`src/rtl/nibble_serial_adder.sv`:
```
// nibble_serial_adder: WIDTH-bit add/subtract one nibble per cycle through an external 4-bit CLA slice; define NSA_OVF_FLAG_EN to enable the signed overflow flag
module nibble_serial_adder #(
  parameter int WIDTH = 32
) (
  input  logic             clk,
  input  logic             rst,
  input  logic             start,
  input  logic [WIDTH-1:0] a,
  input  logic [WIDTH-1:0] b,
  input  logic             cin,
  input  logic             sub,
  output logic [3:0]       cla_a,
  output logic [3:0]       cla_b,
  output logic             cla_cin,
  input  logic [3:0]       cla_sum,
  input  logic             cla_cout,
  output logic [WIDTH-1:0] sum,
  output logic             cout,
  output logic             ovf,
  output logic             busy,
  output logic             done
);
  localparam int N = WIDTH / 4;
  localparam int IW = (N > 1) ? $clog2(N) : 1;
  typedef enum logic [1:0] {IDLE, RUN, DONE} state_t;
  state_t state;
  logic [IW-1:0] idx;
  logic [WIDTH-1:0] a_reg;
  logic [WIDTH-1:0] b_reg;
  logic carry;
  logic last;
  assign last = idx == IW'(N - 1);
  assign cla_a = state == RUN ? a_reg[{idx, 2'b00} +: 4] : 4'd0;
  assign cla_b = state == RUN ? b_reg[{idx, 2'b00} +: 4] : 4'd0;
  assign cla_cin = state == RUN ? carry : 1'b0;
`ifndef NSA_OVF_FLAG_EN
  assign ovf = 1'b0;
`endif
  always_ff @(posedge clk) begin
    if (rst) begin
      state <= IDLE;
      idx <= '0;
      carry <= 1'b0;
      sum <= '0;
      cout <= 1'b0;
      busy <= 1'b0;
      done <= 1'b0;
`ifdef NSA_OVF_FLAG_EN
      ovf <= 1'b0;
`endif
    end else if (state == RUN) begin
      sum[{idx, 2'b00} +: 4] <= cla_sum;
      carry <= cla_cout;
      idx <= last ? idx : idx + 1'b1;
      if (last) begin
        state <= DONE;
        busy <= 1'b0;
        done <= 1'b1;
        cout <= cla_cout;
`ifdef NSA_OVF_FLAG_EN
        ovf <= (a_reg[WIDTH-1] == b_reg[WIDTH-1]) && (cla_sum[3] != a_reg[WIDTH-1]);
`endif
      end
    end else if (start) begin
      state <= RUN;
      busy <= 1'b1;
      done <= 1'b0;
      a_reg <= a;
      b_reg <= sub ? ~b : b;
      carry <= sub | cin;
      idx <= '0;
    end else begin
      state <= IDLE;
      done <= 1'b0;
    end
  end
endmodule

```
`config.mk`:
```
export PLATFORM = sky130hd
export DESIGN_NAME = nibble_serial_adder
export DESIGN_NICKNAME = d
export VERILOG_FILES = /design/src/rtl/nibble_serial_adder.sv
export SDC_FILE = /design/constraint.sdc
export NUM_CORES = 1
export LEC_CHECK = 0
export CAP_MARGIN = 15
export CELL_PAD_IN_SITES_DETAIL_PLACEMENT = 1
export CELL_PAD_IN_SITES_GLOBAL_PLACEMENT = 1
export CORE_MARGIN = 10
export CORE_UTILIZATION = 25
export CTS_BUF_LIST = sky130_fd_sc_hd__clkbuf_8
export DETAILED_ROUTE_END_ITERATION = 12
export GPL_ROUTABILITY_DRIVEN = 0
export PLACE_DENSITY_LB_ADDON = 0.08
export SETUP_SLACK_MARGIN = 0.4
export SYNTH_ARGS = -nofsm -noshare
export SYNTH_HDL_FRONTEND = slang
export SYNTH_SLANG_ARGS = --single-unit
```
`constraint.sdc`:
```
create_clock -name clk -period 12.1 [get_ports clk]
set_clock_uncertainty 0.15 [all_clocks]
set_input_delay 1.815 -clock clk [delete_from_list [all_inputs] [get_ports clk]]
set_output_delay 1.815 -clock clk [all_outputs]
set_load 0.02 [all_outputs]
```
==> impl_metrics.json, run 1 <==
{
  "layout.nets": 549,
  "row_count": 49,
  "avgSynthCellArea_um2": 13.01,
  "async_flop_share_pct": 0,
  "drive_gt1_share_pct": 5.720,
  "max_slew_margin_pct": 34.90,
  "yosysTopAreaCell": "edfxtp_1",
  "die_w_um": 156.5,
  "num_vias": 3069,
  "top_usage_layer": "met2",
  "coreArea_um2": 18150,
  "cts_resized": 0,
  "yosysUniqueCellTypes": 35,
  "cts_buffer_depth": 2,
  "dieArea_um2": 24490,
  "path_class": "flop to primary output",
  "worst-slew-pin-transition_ns": 0.9765,
  "synth_top_family_by_area": "multiplexers",
  "crit_family": "simple AND/OR/NAND/NOR gates",
  "synthTopCellsByArea": "edfxtp_1 41%, dfxtp_1 18%, mux2i_1 14%",
  "grt_pass1_wl_um": 19330,
  "synth-seq-cells": 105,
  "rsz0062_at_grt": "no",
  "timing.final.crit_period_ns": 4.834,
  "hold_ws_ns": 0.3143,
  "syn_nets": 439,
  "antenna_found_initial": 0,
  "htree_levels": 3,
  "synth_edf_count": 64,
  "crit_required_ns": 10.14,
  "clock_sinks": 105,
  "synth_adder_area_share_pct": 1.881,
  "hold_violations": 0,
  "yosys_warnings": 0,
  "routed_wl_um": 12660,
  "powerDensity_nw_per_um2": 115.5,
  "cts.clk_slew.worst_paths_ns": 0.10,
  "setup_viol": 0,
  "via_per_inst": 4.378,
  "cts_setup_buffers": 0,
  "path_buf_inv": 1,
  "crit_arrival_ns": 2.87,
  "power_leakage_nw": 2.051,
  "nFillCells": 1959,
  "drt-initial-drc-count": 112,
  "drtAntennaViolNets": 0,
  "period_share_pct": 39.95,
  "grtUsageMet1_pct": 12.14,
  "cpMaxStageDelayCell": "nor2b_1",
  "crit_path_end_kind": "primary output",
  "fmax_mhz": 206.9,
  "dr.pass1.iters": 4,
  "crit_path_max_fanout": 18,
  "die_h_um": 156.5,
  "path_cells": "nor2b_1 > a22oi_1 > and3_1 > clkdlybuf4s50_1",
  "synthFlopType": "edfxtp_1",
  "synth-compound-area-share_pct": 4.917,
  "grt_pass1_vias": 3352,
  "synth-simple-area-share_pct": 11.82,
  "cts-buffers-inserted": 9,
  "worstSetupStartpointType": "flop",
  "critPathMaxStageDelay_ns": 0.83,
  "portBuffers": 117,
  "syn2layout_area_growth_pct": 34.12,
  "grt.total_usage_pct": 10.37,
  "hold_class": "flop to flop",
  "route.detailed.drc": 0,
  "cts_tree": "built",
  "synth_common_cells": "64 x edfxtp_1, 64 x mux2i_1, 41 x dfxtp_1",
  "grtUsageMet3_pct": 3.015,
  "hpwlAfterDp_um": 9415,
  "wl_per_cell_um": 18.06,
  "clock_latency_ns": 0.38,
  "overflow": 0,
  "ctsRootBufferMaster": "clkbuf_8",
  "drv_cap": 0,
  "n_antenna_cell": 0,
  "yosysSeqAreaShare_pct": 58.89,
  "syn_inst": 358,
  "start_util_pct": 25.66,
  "slew_violations": 0,
  "grt_max_degree": 65,
  "use_met2_pct": 17.47,
  "setup-tns-final_ns": 0,
  "ctsHoldBuffers": 0,
  "synthMuxAreaShare_pct": 13.76,
  "netlist_area_um2": 4657,
  "synth_top_area_share_pct": 41.27,
  "io_pins": 119,
  "outcome": "finished, final reports clean",
  "ir_worst_vdd_mv": 0.04456,
  "synth_xor_area_share_pct": 6.018
}
layout make-up:
cell class                      instances  area (um^2)  area share [%]
Sequential cell                       105         2744           43.93
Clock buffer                            9        123.9           1.983
Tap cell                              229        286.5           4.587
Multi-Input combinational cell        227         1799           28.81
Clock inverter                          6        81.33           1.302
Timing Repair Buffer                  121         1196           19.15
Inverter                                4        15.01          0.2404
logic make-up (layout without fill, tap and decap cells):
kind of cell / Yosys count / in the layout
DFF: 105 / 105
and+or+nand+nor: 92 / 92
other: 1 / 1
buffers and inverters: 26 / 140
xor gates and xnor gates: 32 / 32
muxes: 64 / 64
adders and majority gates: 7 / 7
AOI/OAI and AO/OA: 31 / 31
layout by cell type (no fill, tap or decap), types with 2 or more instances in the layout:
master and n:
clkdlybuf4s50_1 116, mux2i_1 64, edfxtp_1 64, dfxtp_1 40, nand2b_1 37, xor2_1 32, a22oi_1 16, nand3_1 10
clkbuf_8 9, and3_1 8, nand2_1 7, a21oi_1 7, ha_1 7, nor2b_1 5, nor2_1 5, inv_1 4
nand4_1 4, buf_4 4, o31ai_1 3, nor3_2 3, o211ai_1 3, and2_1 2, nand3b_1 2, nor3b_1 2
clkinv_1 2, bufinv_16 2
worst min-delay path, delay by kind of cell, from the launching register on:
kind	cells	cell delay [ns]
flops	1	0.32
simple gates	1	0.05
compound gates	1	0.05
path summary, 6_finish.rpt:
path / end / startpoint / cells after the start / slack, ns
worst min-delay path: cout / cout / 2 / 0.31
worst max register to register: sum[10] / idx[1] / 6 / 9.26
worst max-delay path: cla_b[1] / idx[0] / 4 / 7.27
worst min register to register: cout / cout / 2 / 0.31
metrics by stage:
| step | setup slack [ns] | cells | instance area (um^2) | total power, mW | utilization [%] |
|---|---|---|---|---|---|
| 4_1_cts | 7.213 | 701 | 6246 | 0.7348 | 34.42 |
| 2_1_floorplan | 6.598 | 358 | 4657 | 0.4513 | - |
| 3_5_place_dp | 7.646 | 686 | 6041 | 0.4973 | 33.29 |
| 6_report | 7.266 | 701 | 6246 | 0.7211 | 34.42 |
| 5_1_grt | 6.988 | 701 | 6246 | 0.7569 | 34.42 |
| 3_3_place_gp | 7.687 | 686 | 6041 | 0.4961 | 33.29 |
report_power, final:
group / switching (mW) / total [mW] / internal, mW
registers: 0.00574 / 0.401 / 0.395
logic: 0.0415 / 0.0861 / 0.0445
clock network: 0.120 / 0.234 / 0.115
total: 0.167 / 0.721 / 0.554
layer usage:
layer  wire, um  vias up
li1           -     1505
met1       5390     1490
met4        198        0
met5          0        -
met2       6407       62
met3        662       12
No activity file was read; power rests on OpenSTA's default activity.
==> run 2, diff against run 1 <==
==> constraint.sdc (replaced) <==
create_clock -name clk -period 4.8 [get_ports clk]
set_clock_uncertainty 0.15 [all_clocks]
set_input_delay 0.72 -clock clk [delete_from_list [all_inputs] [get_ports clk]]
set_output_delay 0.72 -clock clk [all_outputs]
set_load 0.02 [all_outputs]
==> impl_metrics.json, run 2 (synthesized netlist as in run 1, its figures left out) <==
{
  "hold_violations": 0,
  "route.detailed.drc": 0,
  "rsz0062_at_grt": "no",
  "crit_required_ns": 3.93,
  "grt.total_usage_pct": 10.64,
  "cts_setup_buffers": 0,
  "cts.clk_slew.worst_paths_ns": 0.09,
  "drive_gt1_share_pct": 6.131,
  "outcome": "finished, final reports clean",
  "drv_cap": 0,
  "powerDensity_nw_per_um2": 291.0,
  "cts_buffer_depth": 2,
  "ctsHoldBuffers": 0,
  "timing.final.crit_period_ns": 3.750,
  "routed_wl_um": 12860,
  "met3WireLength_um": 674,
  "crit_path_max_fanout": 18,
  "dieArea_um2": 24490,
  "htree_levels": 3,
  "path_class": "flop to primary output",
  "max_slew_margin_pct": 27.53,
  "drt-initial-drc-count": 119,
  "coreArea_um2": 18150,
  "die_w_um": 156.5,
  "postLayoutCoreUtil_pct": 34.48,
  "ctsRootBufferMaster": "clkbuf_8",
  "dr.pass1.iters": 4,
  "grt_pass1_vias": 3423,
  "drt-met1-wl_um": 5504,
  "setup_viol": 0,
  "portBuffers": 117,
  "final_cell_mix": "116 x clkdlybuf4s50_1, 64 x mux2i_1, 64 x edfxtp_1",
  "die_h_um": 156.5,
  "top_layer_used": "met4",
  "crit_arrival_ns": 2.88,
  "setup-tns-final_ns": 0,
  "wl_per_cell_um": 18.32,
  "cts-buffers-inserted": 9,
  "crit_path_end_kind": "primary output",
  "hpwlAfterDp_um": 9699,
  "io_pins": 119,
  "start_util_pct": 25.66,
  "slew_violations": 0,
  "clock_sinks": 105,
  "worstSetupStartpointType": "flop",
  "via_per_inst": 4.356,
  "row_count": 49,
  "fmax_mhz": 266.7,
  "num_vias": 3058,
  "layout.nets": 550,
  "overflow": 0,
  "drtAntennaViolNets": 0,
  "antenna_found_initial": 0,
  "hold_class": "flop to flop",
  "ir_worst_vdd_mv": 0.1559,
  "period_share_pct": 78.12,
  "grt_pass1_wl_um": 19760,
  "cts_resized": 0,
  "final_common_cell": "clkdlybuf4s50_1",
  "nFillCells": 1938,
  "route.met2.wl_um": 6504,
  "worst-slew-pin-transition_ns": 1.087,
  "power_leakage_nw": 2.054,
  "grt_max_degree": 39,
  "clock_latency_ns": 0.37,
  "n_antenna_cell": 0,
  "syn2layout_area_growth_pct": 34.36,
  "cts_tree": "built"
}
run 2: routing by layer:
layer,GRT usage (%),vias to the layer above
met5,0,-
met4,4.045,0
met3,3.289,10
met2,18.08,61
met1,12.33,1476
li1,-,1511
run 2: worst max-delay path, cell delays in order (launching register included):
cell and delay [ns]:
dfxtp_1 0.68, nor2b_1 0.82, a22oi_1 0.22, and3_1 0.23, clkdlybuf4s50_1 0.55
run 2: area by class of cell:
type	count	area, um^2	area share [%]
Inverter	4	15.01	0.2400
Multi-Input combinational cell	227	1799	28.75
Timing Repair Buffer	122	1204	19.24
Sequential cell	105	2744	43.85
Clock inverter	6	85.08	1.360
Clock buffer	9	123.9	1.980
Tap cell	229	286.5	4.579
run 2: power by group:
part / leakage [nW] / switching (mW) / internal [mW]
clock: 0.103 / 0.305 / 0.289
sequential: 0.926 / 0.0167 / 0.995
combinational: 1.03 / 0.102 / 0.113
total: 2.05 / 0.424 / 1.40
run 2: final timing paths:
check             slack, ns   start  cells past startpoint  endpoint
setup / recovery       1.05  idx[0]                      4  cla_a[0]
hold / removal         0.32    cout                      2      cout
hold reg to reg        0.32    cout                      2      cout
setup reg to reg       1.54  idx[1]                      7   sum[14]
run 2: stage by stage:
stage / instance area, um^2 / hold WS, ns / setup slack [ns] / instances / total power [mW]
2_1_floorplan: 4659 / 0.3836 / 1.464 / 358 / 1.137
3_3_place_gp: 6048 / 0.2968 / 1.517 / 687 / 1.252
3_5_place_dp: 6048 / 0.3107 / 1.472 / 687 / 1.254
4_1_cts: 6257 / 0.3235 / 1.032 / 702 / 1.859
5_1_grt: 6257 / 0.3518 / 0.9082 / 702 / 1.903
6_report: 6257 / 0.3194 / 1.050 / 702 / 1.821
==> run 3, diff against run 2 <==
==> constraint.sdc (replaced) <==
create_clock -name clk -period 3.8 [get_ports clk]
set_clock_uncertainty 0.15 [all_clocks]
set_input_delay 0.57 -clock clk [delete_from_list [all_inputs] [get_ports clk]]
set_output_delay 0.57 -clock clk [all_outputs]
set_load 0.02 [all_outputs]
==> impl_metrics.json, run 3 (synthesized netlist as in run 1, its figures left out) <==
{
  "r2r-start": "idx[1]",
  "reg2reg_depth": 6,
  "worstHoldEndpoint": "cout",
  "clock_sinks": 105,
  "layoutNonFillerInstCount": 703,
  "cts-buffers-inserted": 9,
  "path_cells": "buf_12 > mux2i_1 > a22oi_1 > and3_1 > clkdlybuf4s50_1",
  "num_vias": 3077,
  "drive_gt1_share_pct": 6.540,
  "row_count": 49,
  "crit_arrival_ns": 2.53,
  "worst-slew-pin-transition_ns": 0.9511,
  "cts_setup_buffers": 0,
  "hold_class": "flop to flop",
  "n_antenna_cell": 0,
  "nFillCells": 1963,
  "r2r_setup_slack_ns": 0.96,
  "io_pins": 119,
  "grt_pass1_wl_um": 19760,
  "crit_path_end_kind": "primary output",
  "cpMaxStageDelayCell": "dfxtp_2",
  "grt.total_usage_pct": 10.64,
  "powerDensity_nw_per_um2": 349.8,
  "portBuffers": 117,
  "hold_path_startpoint": "cout",
  "routed_wl_um": 12920,
  "final_common_cell": "clkdlybuf4s50_1",
  "hpwlAfterDp_um": 9634,
  "drv_cap": 0,
  "critPathMaxStageDelay_ns": 0.73,
  "power_leakage_nw": 2.040,
  "start_util_pct": 25.66,
  "dp_cells": 687,
  "dieArea_um2": 24490,
  "route.detailed.drc": 0,
  "fmax_mhz": 307.9,
  "antenna_found_initial": 0,
  "crit_path_max_fanout": 22,
  "path_class": "flop to primary output",
  "die_w_um": 156.5,
  "slew_violations": 0,
  "holdPathStages": 2,
  "cts_tree": "built",
  "coreArea_um2": 18150,
  "period_share_pct": 85.46,
  "dr.pass1.iters": 4,
  "via_per_inst": 4.377,
  "max_slew_margin_pct": 36.59,
  "drtAntennaViolNets": 0,
  "layout.nets": 550,
  "r2r_end": "sum[9]",
  "outcome": "finished, final reports clean",
  "drt-initial-drc-count": 182,
  "cts.clk_slew.worst_paths_ns": 0.10,
  "syn2layout_area_growth_pct": 34.12,
  "ir_worst_vdd_mv": 0.1455,
  "cts_buffer_depth": 2,
  "htree_levels": 3,
  "final_cell_mix": "116 x clkdlybuf4s50_1, 64 x mux2i_1, 64 x edfxtp_1",
  "worstSetupStartpointType": "flop",
  "rsz0062_at_grt": "no",
  "timing.final.crit_period_ns": 3.248,
  "hold_violations": 0,
  "die_h_um": 156.5,
  "crit_required_ns": 3.08,
  "setup-tns-final_ns": 0,
  "wl_per_cell_um": 18.38,
  "clock_latency_ns": 0.37,
  "ctsRootBufferMaster": "clkbuf_8",
  "setup_viol": 0,
  "overflow": 0,
  "grt_max_degree": 65,
  "grt_pass1_vias": 3480
}
[run 3: worst max-delay path: cells and delay by family, from the launching register on]
kind	cells	cell delay, ns
compound gates	1	0.21
simple gates	1	0.21
mux	1	0.09
flops	1	0.73
buf+inv	2	0.90
[run 3: layout make-up]
cell class,count,area (um^2),share of cell area [%]
clock inverters,7,45.04,0.7212
clock buffers,9,123.9,1.983
flip-flops and latches,105,2744,43.93
repair buffers,122,1229,19.67
multi-input cells,227,1803,28.87
well taps,229,286.5,4.587
inverters,4,15.01,0.2404
[run 3: timing repair]
item / 4_1_cts / 5_1_grt
setup endpoints to repair: 8 / 1
endpoints found under the hold margin: 0 / 0
gates resized for setup: 1 / 1
hold buffers: 0 / 0
gates cloned: 0 / 0
[run 3: per-stage QoR]
step           setup WS (ns)  hold slack [ns]  util, %  instance area [um^2]  power [mW]
4_1_cts               0.4750           0.3159    34.41                  6245       2.235
5_1_grt               0.4062           0.3554    34.42                  6246       2.301
3_5_place_dp          0.7926           0.3010    33.47                  6073       1.588
2_1_floorplan         0.6140           0.3836        -                  4659       1.436
6_report              0.5524           0.3091    34.42                  6246       2.185
3_3_place_gp          0.8356           0.3020    33.47                  6073       1.587
[run 3: worst max path at each step]
stage | from | to | slack, ns | cells after the start
after floorplan | rst | a_reg[0] | 0.61 | 3
after global placement | idx[0] | cla_b[1] | 0.84 | 4
after detailed placement | idx[2] | cla_b[3] | 0.79 | 4
after CTS | idx[0] | cla_b[3] | 0.47 | 4
after global routing | idx[1] | cla_b[3] | 0.41 | 5
final | idx[1] | cla_b[3] | 0.55 | 5
[run 3: power breakdown]
part           leakage (nW)  switching [mW]  internal [mW]
Sequential            0.926          0.0188           1.26
Clock                0.0810           0.394          0.237
Combinational          1.03           0.133          0.145
Total                  2.04           0.545           1.64
[run 3: routing by layer]
metal  track usage [%]  vias up  wire (um)
met2             18.55       73       6685
met1             12.15     1492       5388
met3             3.481        7        737
li1                  -     1505          -
met4             3.146        0        112
met5                 0        -          0
